===== config.mk =====
export PLATFORM = sky130hd
export DESIGN_NAME = maxpool_engine
export DESIGN_NICKNAME = d
export VERILOG_FILES = /design/src/rtl/cnn_pkg.sv /design/src/rtl/signed_max.sv /design/src/rtl/maxpool_engine.sv
export SDC_FILE = /design/constraint.sdc
export NUM_CORES = 1
export LEC_CHECK = 0
export CAP_MARGIN = 25
export CORE_MARGIN = 3
export CORE_UTILIZATION = 39
export CTS_CLUSTER_DIAMETER = 100
export DETAILED_ROUTE_END_ITERATION = 7
export GPL_TIMING_DRIVEN = 0
export PLACE_DENSITY = 0.55
export SKIP_LAST_GASP = 1
export SYNTH_ARGS = -nofsm -noshare
export SYNTH_HDL_FRONTEND = slang
export SYNTH_SLANG_ARGS = --single-unit

===== constraint.sdc =====
create_clock -name clk -period 11.5 [get_ports clk]
set_input_delay 1.725 -clock clk [delete_from_list [all_inputs] [get_ports clk]]
set_output_delay 1.725 -clock clk [all_outputs]
set_load 0.02 [all_outputs]

===== src/rtl/cnn_pkg.sv =====
// cnn_pkg: shared feature-map geometry, pool size and the pooling engine state encoding.
package cnn_pkg;
  localparam int DATA_W    = 32;
  localparam int FM_WIDTH  = 6;
  localparam int FM_HEIGHT = 6;
  localparam int POOL_SIZE = 2;
  typedef enum logic [1:0] {S_IDLE, S_RUN, S_DRAIN, S_DONE} state_t;
endpackage


===== src/rtl/signed_max.sv =====
// signed_max: combinational two's-complement maximum of two operands.
module signed_max #(
  parameter int W = 32
) (
  input  logic signed [W-1:0] i_a,
  input  logic signed [W-1:0] i_b,
  output logic signed [W-1:0] o_y
);
  assign o_y = (i_a > i_b) ? i_a : i_b;
endmodule


===== src/rtl/maxpool_engine.sv =====
// maxpool_engine: streaming 2x2 stride-2 signed max pooling over one raster-order frame.
module maxpool_engine #(
  parameter int FM_WIDTH  = cnn_pkg::FM_WIDTH,
  parameter int FM_HEIGHT = cnn_pkg::FM_HEIGHT,
  parameter int DATA_W    = cnn_pkg::DATA_W
) (
  input  logic                     clk,
  input  logic                     rst,
  input  logic                     start,
  input  logic                     in_valid,
  input  logic signed [DATA_W-1:0] in_data,
  output logic                     in_ready,
  output logic                     out_valid,
  output logic signed [DATA_W-1:0] out_data,
  output logic [3:0]               out_index,
  input  logic                     out_ready,
  output logic                     done,
  output logic                     busy
);
  import cnn_pkg::*;
  localparam int PW = FM_WIDTH / POOL_SIZE;
  localparam int CW = ($clog2(FM_WIDTH) < 2) ? 2 : $clog2(FM_WIDTH);
  localparam int RW = ($clog2(FM_HEIGHT) < 1) ? 1 : $clog2(FM_HEIGHT);
  state_t                    r_state;
  logic [CW-1:0]             r_col;
  logic [RW-1:0]             r_row;
  logic [3:0]                r_idx;
  logic signed [DATA_W-1:0]  r_partial [PW];
  logic signed [DATA_W-1:0]  r_window;
  logic signed [DATA_W-1:0]  w_part;
  logic signed [DATA_W-1:0]  w_max_p;
  logic signed [DATA_W-1:0]  w_max_w;
  logic [CW-2:0]             w_half;
  logic                      w_acc;
  logic                      w_last_col;
  logic                      w_last_row;
  assign in_ready   = (r_state == S_RUN) && (!out_valid || out_ready);
  assign busy       = (r_state == S_RUN) || (r_state == S_DRAIN);
  assign w_acc      = in_valid && in_ready;
  assign w_last_col = r_col == CW'(FM_WIDTH - 1);
  assign w_last_row = r_row == RW'(FM_HEIGHT - 1);
  assign w_half     = r_col[CW-1:1];
  assign w_part     = r_partial[w_half];
  signed_max #(.W(DATA_W)) u_max_part (.i_a(w_part),   .i_b(in_data), .o_y(w_max_p));
  signed_max #(.W(DATA_W)) u_max_win  (.i_a(r_window), .i_b(in_data), .o_y(w_max_w));
  // Column-pair partials and the window carry no reset; every read is preceded by a write in the same frame.
  always_ff @(posedge clk) begin
    if (w_acc && !r_row[0]) r_partial[w_half] <= r_col[0] ? w_max_p : in_data;
    if (w_acc && r_row[0] && !r_col[0]) r_window <= w_max_p;
  end
  always_ff @(posedge clk or negedge rst) begin
    if (!rst) begin
      r_state   <= S_IDLE;
      r_col     <= '0;
      r_row     <= '0;
      r_idx     <= '0;
      out_valid <= 1'b0;
      out_data  <= '0;
      out_index <= '0;
      done      <= 1'b0;
    end else begin
      if (out_valid && out_ready) out_valid <= 1'b0;
      case (r_state)
        S_IDLE, S_DONE: if (start) begin
          r_state   <= S_RUN;
          r_col     <= '0;
          r_row     <= '0;
          r_idx     <= '0;
          out_index <= '0;
          done      <= 1'b0;
        end
        S_RUN: if (w_acc) begin
          r_col <= w_last_col ? '0 : r_col + 1'b1;
          if (w_last_col) r_row <= w_last_row ? '0 : r_row + 1'b1;
          if (r_row[0] && r_col[0]) begin
            out_data  <= w_max_w;
            out_valid <= 1'b1;
            out_index <= r_idx;
            r_idx     <= r_idx + 4'd1;
          end
          if (w_last_col && w_last_row) r_state <= S_DRAIN;
        end
        S_DRAIN: if (out_valid && out_ready) begin
          r_state <= S_DONE;
          done    <= 1'b1;
        end
        default: r_state <= S_IDLE;
      endcase
    end
  end
endmodule


# Word level (Yosys, flattened, before mapping)
# Memory sizes are Yosys's and may differ from the RTL's.
# Index checks and enable logic that the tools add are counted.
dict set report op_classes {
  add_sub_neg 3
  n_lt_le_gt_ge 2
  eq_ne 11
  mux 32
  n_reduce_logical 23
}
# cell count
set op_table {}
lappend op_table {{2-to-1 mux 32 bit} 3}
lappend op_table {{> comparator 32 bit} 2}
lappend op_table {{2-to-1 mux 4 bit} 5}
lappend op_table {{2-to-1 mux 3 bit} 6}
lappend op_table {{case mux 4 bit (2 select lines)} 2}
lappend op_table {{case mux 3 bit (2 select lines)} 2}
lappend op_table {{AND reduction 4 bit} 3}
lappend op_table {{AND reduction 3 bit} 3}
lappend op_table {{logical AND 1 bit} 8}
lappend op_table {{2-to-1 mux 1 bit} 8}
lappend op_table {{2-to-1 mux 2 bit} 4}
lappend op_table {{adder 3 x 1 -> 3 bit (second input constant)} 2}
lappend op_table {{== test 3 bit (second input constant)} 2}
lappend op_table {{inequality test 2 x 1 -> 1 bit (second input constant)} 3}
lappend op_table {{inequality test 2 bit (second input constant)} 3}
lappend op_table {{case mux 2 bit (3 select lines)} 1}
lappend op_table {{adder 4 x 1 -> 4 bit (second input constant)} 1}
lappend op_table {{== test 2 bit (second input constant)} 2}
lappend op_table {{nonzero test 2 bit} 2}
lappend op_table {{zero test 1 bit} 3}
lappend op_table {{== test 2 x 1 -> 1 bit (second input constant)} 1}
lappend op_table {{zero test 2 bit} 1}
lappend op_table {{logical OR 1 bit} 2}
lappend op_table {{case mux 1 bit (2 select lines)} 1}
lappend op_table {{OR reduction 2 bit} 1}
dict set report totals {
  register_bits 82
  ramBits 96
  in_bits 37
  output_inout_bits 40
  wordCells 81
  memories 1
}
# name words word_bits read_ports rd_ports_with_merged_regs wr line
set memory_table {}
lappend memory_table {r_partial 3 32 1 0 1 maxpool_engine.sv:28} ;# logic signed [DATA_W-1:0] r_partial [PW];

# Logic depth before layout (Yosys ltp)
dict set report logic_depth {
  word_depth 7
  ltp_mapped 16
  depth_no_buf 12
}

# Hierarchy
# Synthesis repeated with hierarchy kept, for this count alone.
dict set report unflattened {
  hier_cells 732
  hier_area_um2 9495.4
}
# mod n_inst cells_each area_each_um2 seq_area_each_um2
set modules_own_cells {}
lappend modules_own_cells {maxpool_engine 1 436 7055.5 5094.9}
lappend modules_own_cells {signed_max 2 148 1219.9 0.0}

# Least setup slack after synthesis
# Ideal clock, no wire load.
dict set report synth_timing {
  kind {input to register}
  from {input port out_ready}
  to {memory r_partial[2][0] (enable)}
  setup_ns 0.513
  arrival_ns 5.605
  required_ns 10.987
  setup_slack_ns 5.381
  path_stages 4
  n_path_buf 0
  cell_sequence {nand2b_1 -> and2_1 -> nand2_1 -> nor4b_1}
}
dict set report synth_via {
  elab_chain_cells 6
}
# item line
set synth_rtl {}
lappend synth_rtl {{from (decl)} maxpool_engine.sv:16} ;# input logic out_ready,
lappend synth_rtl {{logical OR 1 bit} maxpool_engine.sv:37} ;# assign in_ready = (r_state == S_RUN) && (!out_valid || out_ready);
lappend synth_rtl {{logical AND 1 bit} maxpool_engine.sv:37}
lappend synth_rtl {{net in_ready} maxpool_engine.sv:12} ;# output logic in_ready,
lappend synth_rtl {{logical AND 1 bit} maxpool_engine.sv:39} ;# assign w_acc = in_valid && in_ready;
lappend synth_rtl {{logical AND 1 bit} maxpool_engine.sv:48} ;# if (w_acc && !r_row[0]) r_partial[w_half] <= r_col[0] ? w_max_p : in_data;
lappend synth_rtl {{2-to-1 mux 1 bit (2 in a row)} maxpool_engine.sv:48}
lappend synth_rtl {{to (decl)} maxpool_engine.sv:28}
# The timed path passes the listed nets, and every way through them passes these cells.

# Worst setup path after layout
dict set report layout_timing {
  from {register r_col[1]}
  to {memory r_partial[1][29], data pin}
}
dict set report layout_via {
  elab_chain_cells 4
}
# item line
set layout_rtl {}
lappend layout_rtl {{from (decl)} maxpool_engine.sv:25} ;# logic [CW-1:0] r_col;
lappend layout_rtl {{from (signal assigned)} maxpool_engine.sv:73} ;# r_col <= w_last_col ? '0 : r_col + 1'b1;
lappend layout_rtl {{memory read (3 x 32 bit) (*)} --}
lappend layout_rtl {{> comparator 32 bit} signed_max.sv:9} ;# assign o_y = (i_a > i_b) ? i_a : i_b;
lappend layout_rtl {{2-to-1 mux 32 bit (*)} signed_max.sv:9}
lappend layout_rtl {{2-to-1 mux 32 bit (*)} maxpool_engine.sv:48}
# Mark *: on every way between the ends. The rest lies on a longest branch, timed or not.

==> results.json <==
{
  "grt_antenna_before_repair": 0,
  "cts_buffers": 17,
  "synth_area_sq_um": 9130,
  "synth_top_cells_by_count": "edfxtp_1 (128), ha_1 (68), mux2_2 (61)",
  "initial_core_util": 0.400,
  "synth_nets": 818,
  "finClkSkew_ns": 0.0115,
  "critPathRequiredTime_ns": 11.66,
  "dr.pass1.iters": 5,
  "synth-main-ff-cell": "edfxtp_1",
  "cts_tree": "built",
  "fmax_ghz": 0.193,
  "post-route-period-util": 0.451,
  "p_leak_nw": 4.25,
  "avgSynthCellArea_sq_um": 12.8,
  "drv_cap": 0,
  "timing.hold.ws_ns": 0.514,
  "dieArea_sq_um": 25300,
  "yosysMostFrequentCell": "edfxtp_1",
  "rsz0062_at_grt": "no",
  "ys_ff_latch": 178,
  "post-route-min-period_ns": 5.18,
  "start_kind": "flip-flop",
  "grt_first_pass_wirelength_mm": 36.1,
  "area_growth_pct": 20.7,
  "diodes": 0,
  "cp.arrival_ns": 5.34,
  "pin_count": 77,
  "die_w_um": 159,
  "setup_slack_ns": 6.32,
  "grt_use_total": 0.183,
  "cts-root-buf": "clkbuf_16",
  "first_global_vias": 6326,
  "ys_top_cells_by_area": "edfxtp_1 (42%), dfrtp_1 (14%), ha_1 (9.3%), mux2_2 (7.5%), mux2i_1 (3.7%)",
  "fin_tns_setup_ns": 0,
  "vias": 6021,
  "overflow": 0,
  "ir_drop_mv": 0.0933,
  "dp_slack_ns": 6.03,
  "maxSlewViolCount": 0,
  "cp_max_fo": 10,
  "slew_headroom": 0.365,
  "worstHoldPathType": "reg2reg",
  "routabilityCongestion": 0.857,
  "hold_buffers": 0,
  "synth_top_area_frac": 0.421,
  "status": "finished, final reports clean",
  "cts_sinks": 178,
  "cts_buffer_depth": 2,
  "syn_inst": 713,
  "path_class": "reg2reg",
  "cp_num_buf_inv": 3,
  "wirelength_mm": 23.0,
  "cp_cell_sequence": "clkbuf_1 -> buf_1 -> mux2i_1 -> o21ai_0 -> ha_1 -> a21o_1 -> a21o_1 -> a21oi_1 -> nor3_1 -> or4_4 -> and2_4 -> nor3_4 -> buf_6 -> mux2_2",
  "async_reset_ff_frac": 0.281,
  "setup_viol": 0,
  "multi_input_area_sq_um": 3720,
  "ys_warn_count": 0,
  "cp_slowest_stage_delay_ns": 0.71,
  "ant_nets": 0,
  "path_delay_family": "buffers and inverters",
  "worst_pin_slew_ns": 0.953,
  "cp_slowest_cell": "buf_1",
  "final_util": 0.482,
  "die_h_um": 159,
  "detail_route.wl_per_cell_um": 20.0,
  "yosysTopAreaCell": "edfxtp_1",
  "synth_cell_type_count": 50,
  "cpMostUsedCell": "a21o_1",
  "final_net_count": 931,
  "p_per_area_nw_per_um2": 212,
  "placed_cells": 1120,
  "cts-htree-levels": 4,
  "insertion_delay_ns": 0.42,
  "cp-end-kind": "flip-flop",
  "hpwlAfterDp_mm": 16.7,
  "coreArea_sq_um": 22800,
  "postCtsSetupBuffers": 0,
  "via_per_inst": 5.23,
  "core.rowCount": 55,
  "ys_seq_area_frac": 0.558,
  "synth-edff-count": 128,
  "ff_latch_area_sq_um": 5090,
  "stdcell_count": 1151,
  "drtIter0Drc": 416,
  "path_clk_slew_ns": 0.07,
  "hold_violations": 0,
  "grt_max_degree": 34,
  "fillers": 2038,
  "cts.repair.resized": 0,
  "io_buffers": 76,
  "drcViolationCount": 0,
  "layout-drive-gt1-share": 0.152
}
## worst register-to-register path, stage by stage, from the launching register on
cell and delay, ns:
dfrtp_1 0.36, clkbuf_1 0.65, buf_1 0.71, mux2i_1 0.16, o21ai_0 0.34, ha_1 0.32
a21o_1 0.18, a21o_1 0.17, a21oi_1 0.23, nor3_1 0.09, or4_4 0.51, and2_4 0.20
nor3_4 0.37, buf_6 0.25, mux2_2 0.38
## metrics by stage
step           total power [W]  cell area, sq um
5_1_grt                0.00247             11000
6_report               0.00234             11000
2_1_floorplan          0.00148              9130
3_5_place_dp           0.00180             10500
3_3_place_gp           0.00177             10300
4_1_cts                0.00236             11000
## worst paths after layout
path,slack [ns],to,from,depth (start not counted)
max,6.32,r_partial[1][29],r_col[1],14
min,0.51,r_state[1],r_state[1],2
max reg2reg,6.32,r_partial[1][29],r_col[1],14
min reg2reg,0.51,r_state[1],r_state[1],2
max in group asynchronous,9.65,out_data[21],rst,2
min in group asynchronous,1.27,out_data[8],rst,1
## final cells by class
cell class | count | share of cell area
Clock inverter | 12 | 0.00976
Buffer | 32 | 0.0152
Clock buffer | 19 | 0.0393
Tap cell | 313 | 0.0355
Multi-Input combinational cell | 457 | 0.338
Timing Repair Buffer | 94 | 0.0845
Sequential cell | 178 | 0.462
Inverter | 46 | 0.0157
## power by group
group / internal [W] / switching [W]
registers: 0.000838 / 0.0000537
logic: 0.000416 / 0.000480
clock network: 0.000298 / 0.000252
total: 0.00155 / 0.000786
## cell families after synthesis
kind of cell,share of synthesized area
AND/OR/NAND/NOR,0.0880
XOR/XNOR,0.00288
buffers and inverters,0.0373
AO/OA/AOI/OAI,0.103
flip-flops,0.558
adder cells (fa/ha/maj),0.0932
multiplexers,0.117
## layer usage
layer,GRT usage,part of all wire
met1,0.248,0.47
met2,0.305,0.48
met3,0.0323,0.043
met4,0.0501,0.011
met5,0,0
## flip-flops by register name (all words and copies together), names as in the netlist
name / flops
r_partial: 96
out_data: 32
r_window: 32
out_index: 4
r_idx: 4
r_col: 3
r_row: 3
r_state: 2
done: 1
out_valid: 1
## layout by cell type, fill, tap and decap left out, drive strengths merged, types with 2 or more instances in the layout
cell type,count
clkbuf,40
nor4,4
clkinv,3
mux2,65
nand2,52
a22oi,2
o22ai,2
nor2b,3
nor2,9
a211oi,2
dfrtp,50
inv,51
edfxtp,128
xor2,2
and2,35
buf,30
o211ai,2
o21ai,50
nand2b,3
a22o,2
a21oi,26
a221o,33
ha,68
nor3,4
mux2i,34
nor4b,2
a21o,14
clkdlybuf4s50,75
nand4,15
clkinvlp,3
nand3,13
Power figures use the tool's default switching activity.
==> RTL change, RTL diff (same flow settings) <==
Change the package constant `FM_HEIGHT` from 6 to 12.
--- a/src/rtl/cnn_pkg.sv
+++ b/src/rtl/cnn_pkg.sv
@@ -4,3 +4,3 @@
   localparam int FM_WIDTH  = 6;
-  localparam int FM_HEIGHT = 6;
+  localparam int FM_HEIGHT = 12;
   localparam int POOL_SIZE = 2;
Function: same outputs for any inputs over 10 cycles, from zero or initial values and one cycle with rst low; that may be too few to reach the edited logic, so the function may still have changed.
==> RTL change against the unedited design <==
  * Sequential cell count is 1 higher
  * Total power rose by 2.0%
  * Via count grew 2.2%
  * Count of clock-buffer cells in the layout up 3
  * Area after synthesis increased by 3.2%
  * Routed wire length fell by 3.4%
  * Design area is 3.2% higher
  * Setup slack better by 320 ps
  * Maximum frequency rose by 6.7%
  * First-iteration DRC count is 18% lower
  * Combinational power is 0.7% higher
  * Largest power group unchanged
==> RTL change: results (changes against the unedited design) <==
- Clock sink count: 179 (was 178)
- Met1 Resource Use GR: 0.245 (was 0.248)
- Met2 wire len: 10.5 mm (was 11.0 mm)
- Critical-path top delay cell: clkdlybuf4s50_1 (was buf_1)
- Placement Setup Slack: 6400 ps (was 6030 ps)
- Layout filler cell count: 2,201 (was 2,038)
- # clk buffers: 22 (was 19)
- Area contributors post-synth: edfxtp_1 41%, dfrtp_1 14%, ha_1 9.2% (was edfxtp_1 42%, dfrtp_1 14%, ha_1 9.3%)
- Worst-Skew Late Latency: 440 ps (was 420 ps)
- Vias per inst: 5.08 (was 5.23)
- First-pass GRT wire length: 35.2 mm (was 36.1 mm)
- Post-synthesis adder-cell area fraction: 0.0916 (was 0.0932)
- Met3 Usage GRT: 0.0339 (was 0.0323)
- Comb_multi_in: 520 (was 457)
- Clock group: 590 uW (was 551 uW)
- DR WL met3: 685 um (was 998 um)
- Reg2reg setup slack: 7020 ps (was 6320 ps)
- Layout cells sized above 1: 0.146 (was 0.152)
- Multiplexer share of the synthesized area: 0.162 (was 0.117)
- Routed len/inst: 18.3 um (was 20.0 um)
- M1 wire length: 10.8 mm (was 10.7 mm)
- Period utilisation layout: 0.422 (was 0.451)
- Max Clock Skew: 19.3 ps (was 11.5 ps)
- Status: finished, final reports clean (unchanged)
- Area of the multi-input gates: 0.00400 mm^2 (was 0.00372 mm^2)
- Xor/xnor cell area share of the yosys netlist: 0.00279 (was 0.00288)
- FF/Latch Area: 0.00512 mm^2 (was 0.00509 mm^2)
- Pleak: 4.59 nW (was 4.25 nW)
- Netlist cell types: 47 (was 50)
- Global-route usage over all layers: 0.176 (was 0.183)
- Sw Share: 0.334 (was 0.336)
- Nonclk buf count: 124 (was 126)
- Net count, final: 986 (was 931)
- Dpl hpwl: 16.3 mm (was 16.7 mm)
- Clock-cell share: 0.0530 (was 0.0491)
- Logic power comb: 902 uW (was 896 uW)
- CP Data Arrival Time: 3130 ps (was 5340 ps)
==> RTL change: changes by cell type in the layout (fill, tap and decap cells not counted), sizes merged, moves of 7 or more <==
cell   before  now
nand2      52  108
o21ai      50   85
a221o      33    0
and2       35    2
mux2i      34   66
a21o       14    3
inv        51   40
a21oi      26   36
nor2        9   17
nand3      13    6
==> RTL change: final timing paths <==
path	depth (start not counted)	start	end
setup / recovery	4	out_ready	in_ready
setup reg to reg	14	r_col[2]$_DFFE_PN0P_	r_window[25]$_DFFE_PP_
min in group asynchronous	1	rst	out_data[24]$_DFFE_PN0P_
hold reg to reg	2	out_data[21]$_DFFE_PN0P_	out_data[21]$_DFFE_PN0P_
max in group asynchronous	2	rst	out_data[31]$_DFFE_PN0P_
hold / removal	2	out_data[21]$_DFFE_PN0P_	out_data[21]$_DFFE_PN0P_
==> RTL change: through the flow <==
step,cell area (um^2),hold slack [ps]
after floorplan,9420,469
after global placement,10600,463
after detailed placement,10800,471
after CTS,11400,485
after global routing,11400,515
final,11400,477
